## src/rtl/irq_arbiter_pkg.sv

```systemverilog
// Shared types and constants for the interrupt arbiter: FSM state encoding,
// default watchdog limit and an index-width helper.
package irq_arbiter_pkg;

   typedef enum logic [2:0] {
      ST_IDLE = 3'd0,
      ST_REQ  = 3'd1,
      ST_SACK = 3'd2,
      ST_INTR = 3'd3,
      ST_DONE = 3'd4
   } irq_state_t;

   localparam int WDOG_CYC_DEFAULT = 1023;

   // A single device still needs a one-bit index.
   function automatic int idx_width(input int n);
      return (n > 1) ? $clog2(n) : 1;
   endfunction

endpackage

```

## src/rtl/irq_prienc.sv

```systemverilog
// Fixed-priority encoder: reports the lowest-numbered set request bit and
// whether any bit is set. Index 0 has the highest priority.
module irq_prienc
   import irq_arbiter_pkg::*;
#(
   parameter int NDEV = 4,
   parameter int IDXW = idx_width(NDEV)
) (
   input  logic [NDEV-1:0] req,
   output logic [IDXW-1:0] idx,
   output logic            valid
);

   // Scan from the top down so the lowest set index is the last one written.
   always_comb begin
      idx   = '0;
      valid = 1'b0;
      for (int i = NDEV - 1; i >= 0; i--) begin
         idx   = req[i] ? IDXW'(i) : idx;
         valid = valid | req[i];
      end
   end

endmodule

```

## src/rtl/irq_arbiter.sv

```systemverilog
// Bus interrupt arbiter: latches the highest-priority device request and runs
// the BR/BG/SACK/INTR/SSYN handshake. Optional watchdog: IRQ_ARBITER_WATCHDOG_EN.
module irq_arbiter
   import irq_arbiter_pkg::*;
#(
   parameter int NDEV     = 4,
   parameter int WDOG_CYC = WDOG_CYC_DEFAULT
) (
   input  logic              CLOCK,
   input  logic              RESET,
   input  logic              init_in_h,
   input  logic [NDEV-1:0]   intreq_in,
   input  logic [NDEV*8-1:0] irvec_in,
   output logic              intgnt,
   output logic [7:0]        igvec,
   output logic              bus_br_out_h,
   input  logic              bus_bg_in_h,
   output logic              bus_sack_out_h,
   output logic              bus_intr_out_h,
   output logic [15:0]       bus_d_out_h,
   input  logic              bus_ssyn_in_h,
   output logic              wdog_err
);

   localparam int IDXW = idx_width(NDEV);

   irq_state_t      state;
   irq_state_t      nstate;
   logic [IDXW-1:0] win;
   logic [IDXW-1:0] nwin;
   logic [7:0]      vec;
   logic [7:0]      nvec;
   logic [IDXW-1:0] pe_idx;
   logic            pe_valid;
   logic            grant;
   logic            wdog_hit;
   logic            clr;

   assign clr = RESET | init_in_h;

   irq_prienc #(
      .NDEV (NDEV),
      .IDXW (IDXW)
   ) u_prienc (
      .req   (intreq_in),
      .idx   (pe_idx),
      .valid (pe_valid)
   );

   // Next-state logic; win/vec only move while IDLE so later requests cannot pre-empt.
   always_comb begin
      nstate = state;
      nwin   = win;
      nvec   = vec;
      grant  = 1'b0;
      case (state)
         ST_IDLE: begin
            if (pe_valid) begin
               nwin   = pe_idx;
               nvec   = irvec_in[8*int'(pe_idx) +: 8];
               nstate = ST_REQ;
            end else begin
               nstate = ST_IDLE;
            end
         end
         ST_REQ: begin
            if (!intreq_in[win]) begin
               nstate = ST_IDLE;
            end else if (bus_bg_in_h) begin
               nstate = ST_SACK;
            end else begin
               nstate = ST_REQ;
            end
         end
         ST_SACK: begin
            if (!intreq_in[win]) begin
               nstate = ST_IDLE;
            end else if (!bus_bg_in_h) begin
               nstate = ST_INTR;
            end else begin
               nstate = ST_SACK;
            end
         end
         ST_INTR: begin
            if (bus_ssyn_in_h) begin
               grant  = 1'b1;
               nstate = ST_DONE;
            end else if (wdog_hit) begin
               nstate = ST_DONE;
            end else begin
               nstate = ST_INTR;
            end
         end
         ST_DONE: begin
            if (!bus_ssyn_in_h) begin
               nstate = ST_IDLE;
            end else begin
               nstate = ST_DONE;
            end
         end
         default: begin
            nstate = ST_IDLE;
         end
      endcase
   end

   // The grant pulse must coincide with the SSYN cycle, so it cannot be registered.
   assign intgnt = grant & ~clr;
   assign igvec  = vec;

   // State register and bus outputs, registered from the next state so they track the FSM.
   always_ff @(posedge CLOCK) begin
      if (clr) begin
         state          <= ST_IDLE;
         win            <= '0;
         vec            <= 8'h00;
         bus_br_out_h   <= 1'b0;
         bus_sack_out_h <= 1'b0;
         bus_intr_out_h <= 1'b0;
         bus_d_out_h    <= 16'h0000;
      end else begin
         state          <= nstate;
         win            <= nwin;
         vec            <= nvec;
         bus_br_out_h   <= (nstate == ST_REQ);
         bus_sack_out_h <= (nstate == ST_SACK) || (nstate == ST_INTR);
         bus_intr_out_h <= (nstate == ST_INTR);
         bus_d_out_h    <= (nstate == ST_INTR) ? {8'h00, nvec} : 16'h0000;
      end
   end

`ifdef IRQ_ARBITER_WATCHDOG_EN
   localparam int WCW = $clog2(WDOG_CYC + 1);

   logic [WCW-1:0] wdog_cnt;

   // Counter holds the number of INTR cycles already spent without SSYN.
   assign wdog_hit = (wdog_cnt == WCW'(WDOG_CYC - 1));

   // INTR dwell counter, cleared whenever the FSM is outside INTR.
   always_ff @(posedge CLOCK) begin
      if (clr) begin
         wdog_cnt <= '0;
      end else if ((state == ST_INTR) && (nstate == ST_INTR)) begin
         wdog_cnt <= wdog_cnt + WCW'(1);
      end else begin
         wdog_cnt <= '0;
      end
   end

   // Sticky error flag; bus INIT deliberately leaves it alone.
   always_ff @(posedge CLOCK) begin
      if (RESET) begin
         wdog_err <= 1'b0;
      end else if (!init_in_h && (state == ST_INTR) && !bus_ssyn_in_h && wdog_hit) begin
         wdog_err <= 1'b1;
      end else begin
         wdog_err <= wdog_err;
      end
   end
`else
   assign wdog_hit = 1'b0;
   assign wdog_err = 1'b0;
`endif

endmodule

```

## config.mk

```make
export PLATFORM = sky130hd
export DESIGN_NAME = irq_arbiter
export DESIGN_NICKNAME = d
export VERILOG_FILES = /design/src/rtl/irq_arbiter_pkg.sv /design/src/rtl/irq_prienc.sv /design/src/rtl/irq_arbiter.sv
export SDC_FILE = /design/constraint.sdc
export NUM_CORES = 1
export LEC_CHECK = 0
export CAP_MARGIN = 20
export CORE_ASPECT_RATIO = 0.8
export CORE_UTILIZATION = 43
export DETAILED_ROUTE_END_ITERATION = 8
export PLACE_DENSITY = 0.87
export SLEW_MARGIN = 20
export SYNTH_ARGS = -nofsm -noshare
export SYNTH_HDL_FRONTEND = slang
export SYNTH_SLANG_ARGS = --single-unit
export TNS_END_PERCENT = 30
```

## constraint.sdc

```tcl
create_clock -name CLOCK -period 3.96 [get_ports CLOCK]
set_input_delay 0.792 -clock CLOCK [delete_from_list [all_inputs] [get_ports CLOCK]]
set_output_delay 0.792 -clock CLOCK [all_outputs]
set_load 0.005 [all_outputs]
```

==> results of run 1 <==
worst max-delay path: cells and delay by family:
kind	cells	cell delay (ns)
buffers and inverters	2	0.90
AND/OR/NAND/NOR	3	0.77
per-stage QoR:
step / instance area (sq um) / hold slack (ns) / cells / setup slack [ns]
2_1_floorplan: 1400 / 0.454 / 167 / 1.81
3_3_place_gp: 1940 / 0.471 / 248 / 0.718
3_5_place_dp: 1940 / 0.480 / 248 / 0.694
4_1_cts: 1990 / 0.494 / 252 / 0.686
5_1_grt: 1990 / 0.510 / 252 / 0.600
6_report: 1990 / 0.491 / 252 / 0.695
final timing paths:
path | from | endpoint | slack [ns] | cells after the start
setup / recovery | init_in_h | intgnt | 0.70 | 5
hold / removal | win[0] | win[0] | 0.49 | 2
setup reg to reg | state[0] | igvec[4] | 2.02 | 4
hold reg to reg | win[0] | win[0] | 0.49 | 2
sequential cells by signal (all words and copies together) (netlist names):
register,flops
bus_sack_out_h,1
igvec,8
bus_intr_out_h,1
bus_br_out_h,1
bus_d_out_h,8
state,3
win,2
per-layer routing:
layer	vias to the layer above	routed length [um]	global-route usage
met5	-	0	0
met4	0	29	0.0725
met3	4	219	0.0283
met2	68	1490	0.333
met1	612	1480	0.253
li1	656	-	-
area by class of cell:
cell class / instances / area, sq um
Fill cell: 234 / 900
Inverter: 4 / 15.0
Timing Repair Buffer: 63 / 623
Sequential cell: 24 / 480
Clock buffer: 4 / 55.1
Tap cell: 38 / 47.5
Multi-Input combinational cell: 119 / 772
logic make-up after synthesis:
logic type	after synthesis
compound gates	28
flops	24
simple gates	78
other cells	1
mux	3
xor+xnor	1
buf+inv	24
cell usage in the layout, fill, tap and decap left out, drive strengths merged:
cell | netlist | final
nand2 | 18 | 18
conb | 1 | 9
mux2i | 3 | 3
nor2b | 2 | 2
or2 | 4 | 4
nor3 | 13 | 13
a221oi | 1 | 1
and4b | 8 | 8
a211oi | 2 | 2
a21oi | 10 | 10
a32oi | 1 | 1
o21ai | 12 | 12
nand2b | 1 | 1
and2b | 1 | 1
buf | 17 | 3
nor2 | 11 | 11
clkdlybuf4s50 | 0 | 60
clkbuf | 3 | 4
and4 | 1 | 1
o22ai | 2 | 2
nor4 | 9 | 9
inv | 4 | 4
and3 | 1 | 1
xor2 | 1 | 1
dfxtp | 24 | 24
nand3b | 9 | 9
report_power, final:
group | leakage (nW) | total [mW] | switching, mW | internal [mW]
Combinational | 0.490 | 0.140 | 0.0627 | 0.0768
Sequential | 0.195 | 0.256 | 0.00572 | 0.250
Clock | 0.0288 | 0.161 | 0.0724 | 0.0886
==> results.md, run 1 <==
* Post-cts sizing count at 0
* Post-synthesis compound-gate area fraction at 0.118
* Ys async rst share at 0
* Pwr/cell area at around 280 nW/um^2
* Leakage power at roughly 0.71 nW
* Slew headroom at 0.408
* Worst Path Arrival at 2.47 ns
* Fin crit period at ~3.3 ns
* Ant. Diodes at 0
* CP dominant cell by count: clkdlybuf4s50_1
* Total Power at 0.556 mW
* DP HPWL at 2.53 mm
* Vias per cell at 5.32
* Synth warn at 0
* First-pass GRT wire length at a little over 5 mm
* Die W at 65.1 um
* HP Class: reg2reg
* Hold_buf cts at 0
* Starting Density at 0.474
* Largest family of logic cells by synthesized area: simple AND/OR/NAND/NOR gates
* Nets at 256
* Post-synthesis xor/xnor area fraction at 0.00639
* Yosys top cell by area: dfxtp_1
* CP peak stage delay at 0.49 ns
* Fin crit share at 0.824
* CP max-delay cell: clkdlybuf4s50_1
* Crit-path cells: clkdlybuf4s50_1 -> or2_1 -> nor2_1 -> and4_1 -> clkdlybuf4s50_1
* Simple-gate portion of the synthesized area at 0.392
* Num CTS Buffers at 3
* Grt total ovfl at 0
* RSZ-0062 raised after global routing: no
* Final Setup Violations at 0
* Initial antenna violation count at 0
* Post-synth top area share at 0.350
* Area delta synth->final at 45.3%
* Final WL at 3.22 mm
* CP endpoint kind: output pin
* FP Rows at 17
* Ratio of cells with drive above 1 in the final layout at 0.136
* Routed len/inst at 12.8 um
* Synth Area in Adders at 0
* Startpoint Class: input pin
* Commonest cells in the netlist: dfxtp_1, nand2_1, o21ai_0
* Yosys cell types at 32
* FMAX at 306 MHz
* Max-cap violations at 0
* Placer Congestion at between 0.7 and 0.8
* Setup CP Type: in2out
* Post-synth EDFFs at 0
* Clk buf depth at 2
* Util after Layout at 0.689
* Clock transition at the registers of the reported paths at 0.08 ns
* Global-route usage over all layers at 0.196
* Vias in the first global route at 1091
* # port buffers at 60
* Post-CTS setup buffers at 0
* Top FF cell, synth: dfxtp_1
* Mean Syn Cell Area at roughly 8.6 sq um
* Synth area leaders: dfxtp_1, nor4_2, buf_4, nand2_1, nand3b_1
* Fin. max-slew vios at 0
* Clk Latency, worst-skew pair at ~0.26 ns
* Most frequent cell after synthesis: dfxtp_1
* DR vias at 1340
* Die Ht at 52.5 um
* FF+latch count, synth at 24
* CTS tree: yes
* Remaining antenna violation count after routing at 0
* Crit-path max FO at 13
* H-tree levels at 1
* Fin. Hold Viols at 0
* Clock sinks at 24
* Layout Skew at 0.00524 ns
* Post-Syn Instances at 159
* Worst Tran Pin Value at 0.883 ns
* Die ar. at ~3400 sq um
* Residual DRC count at 0
* Pin count of the biggest net entering global routing at 22
* CP required at around 3.2 ns
* Final TNS setup at 0 ns
* Status: complete, no violations
* Initial DRC count at 35
* CTS Root Cell: clkbuf_8
* Mux contribution to synthesized area at 0.0219
* Pre-antenna DRT Iters at 4
* Sequential fraction of the synthesis area at 0.350
* Ports at 70
* Core ar. at about 2900 sq um
* Cell area after synthesis at 1370 sq um
* Maximum vdd ir drop at 0.000140 V
No activity file was read; power rests on OpenSTA's default activity.
==> run 2, diff against run 1 <==
CORE_UTILIZATION = 40   (was 43)
PLACE_DENSITY = 0.82   (was 0.87)
clock period = 3.3 ns   (was 3.96 ns; I/O delays follow)
==> run 2 against run 1 <==
- combinational power up 21%
- clock skew barely moved
- global-route usage up 2.2 points
- total power increased by 33%
- final cell count is 1.6% higher
- core utilization fell by 5.1 points
- register-to-register slack got worse by 0.58 ns
- critical path type unchanged
- largest power group unchanged
- critical path depth is the same
- critical endpoint unchanged
- sequential power grew 20%
==> results.md, run 2 (synthesized netlist as in run 1, its figures left out) <==
* Status: complete, no violations
* Num CTS Buffers at 3
* RSZ-0062 raised after global routing: no
* Nets at 258
* Maximum vdd ir drop at around 0.00018 V
* Initial antenna violation count at 0
* Clock sinks at 24
* Hold_buf cts at 0
* Setup CP Type: in2out
* Max-cap violations at 0
* Vias in the first global route at between 1000 and 1500
* Worst Path Arrival at approximately 2.2 ns
* Core ar. at 3180 sq um
* Top delay family on crit path: buffers and inverters
* Post-cts sizing count at 0
* Slew headroom at 0.445
* Crit-path cells: clkdlybuf4s50_1 -> or2_1 -> nor2_1 -> and4_1 -> clkdlybuf4s50_1
* Routing usage on met2 at 0.310
* Die Ht at roughly 54 um
* Area delta synth->final at 47.8%
* Grt total ovfl at 0
* M3 GR Usage at 0.0688
* Fin. Hold Viols at 0
* Pin count of the biggest net entering global routing at 21
* FMAX at roughly 360 MHz
* FP Rows at 18
* Met1 usage at 0.301
* CP peak stage delay at 0.49 ns
* Residual DRC count at 0
* Pwr/cell area at 364 nW/um^2
* CP max-delay cell: clkdlybuf4s50_1
* DR vias at about 1300
* CTS Root Cell: clkbuf_8
* Most frequent cells in the layout: clkdlybuf4s50_1, dfxtp_1, nand2_1
* Ports at 70
* Final WS setup at ~0.49 ns
* First-pass GRT wire length at 5.74 mm
* Final TNS setup at 0 ns
* Worst Tran Pin Value at around 0.83 ns
* Ant. Diodes at 0
* CTS tree: yes
* Clk buf depth at 2
* HP Class: reg2reg
* Global-route usage over all layers at 0.218
* Die W at 67.5 um
* Routed len/inst at 13.6 um
* Crit-path max FO at 2
* Dpl ws at 0.489 ns
* Fin crit share at 0.852
* Final WL at 3.48 mm
* Ratio of cells with drive above 1 in the final layout at 0.144
* Layout Skew at 0.00546 ns
* # port buffers at 60
* Placer Congestion at 0.833
* Global route hottest layer: met2
* Final Setup Violations at 0
* Leakage power at 0.730 nW
* CP endpoint kind: output pin
* Total Power at 0.738 mW
* Startpoint Class: input pin
* Util after Layout at 0.638
* Fin crit period at around 2.8 ns
* Clock transition at the registers of the reported paths at ~0.090 ns
* CP dominant cell by count: clkdlybuf4s50_1
* Fin. max-slew vios at 0
* Clk Latency, worst-skew pair at 0.27 ns
* Starting Density at 0.432
* CP Buf/Inv Count at 2
* Fillers at 276
* H-tree levels at 1
* Post-CTS setup buffers at 0
* Pre-antenna DRT Iters at 4
* Vias per cell at about 5.3
* Remaining antenna violation count after routing at 0
* CP required at 2.64 ns
* Initial DRC count at 99
* Die ar. at 3670 sq um
* Most common cell after layout, fill and taps aside: clkdlybuf4s50_1
* DP HPWL at 2.73 mm
## run 2: changes by cell type in the layout (fill, tap and decap cells not counted), sizes merged
cell and delta:
clkbuf -1, bufinv +1, buf +2
## run 2: area by class of cell
cell class / instances / area, sq um / area share
flip-flops and latches: 24 / 480 / 0.237
multi-input cells: 119 / 772 / 0.381
well taps: 40 / 50.0 / 0.0247
inverters: 4 / 15.0 / 0.00741
repair buffers: 65 / 638 / 0.315
clock buffers: 3 / 41.3 / 0.0204
clock inverters: 1 / 30.0 / 0.0148
## run 2: worst paths after layout
check             from  slack [ns]        endpoint  cells past startpoint
max reg2reg   state[0]        1.44  bus_d_out_h[3]                      4
max          init_in_h        0.49          intgnt                      5
min reg2reg     win[1]        0.49          win[1]                      2
min             win[1]        0.49          win[1]                      2
## run 2: metrics by stage
step | cell area [sq um] | instances | hold WS [ns]
global placement | 1960 | 252 | 0.471
global route | 2030 | 256 | 0.527
finish | 2030 | 256 | 0.493
CTS | 2030 | 256 | 0.495
detailed placement | 1960 | 252 | 0.479
floorplan | 1400 | 167 | 0.454
## run 2: layer usage
metal,vias to the layer above,wire length (um)
li1,660,-
met1,617,1630
met2,61,1510
met3,9,268
met4,0,74
met5,-,0
## run 2: tightest hold or removal path, stage by stage, from the launching register on
cell      delay, ns
dfxtp_1        0.33
inv_1          0.06
a221oi_1       0.06
## run 2: power breakdown
group          total (mW)  leakage, nW  switching, mW  internal, mW
clock network       0.262       0.0357         0.0991         0.162
logic               0.169        0.499         0.0753        0.0938
registers           0.307        0.195        0.00716         0.300
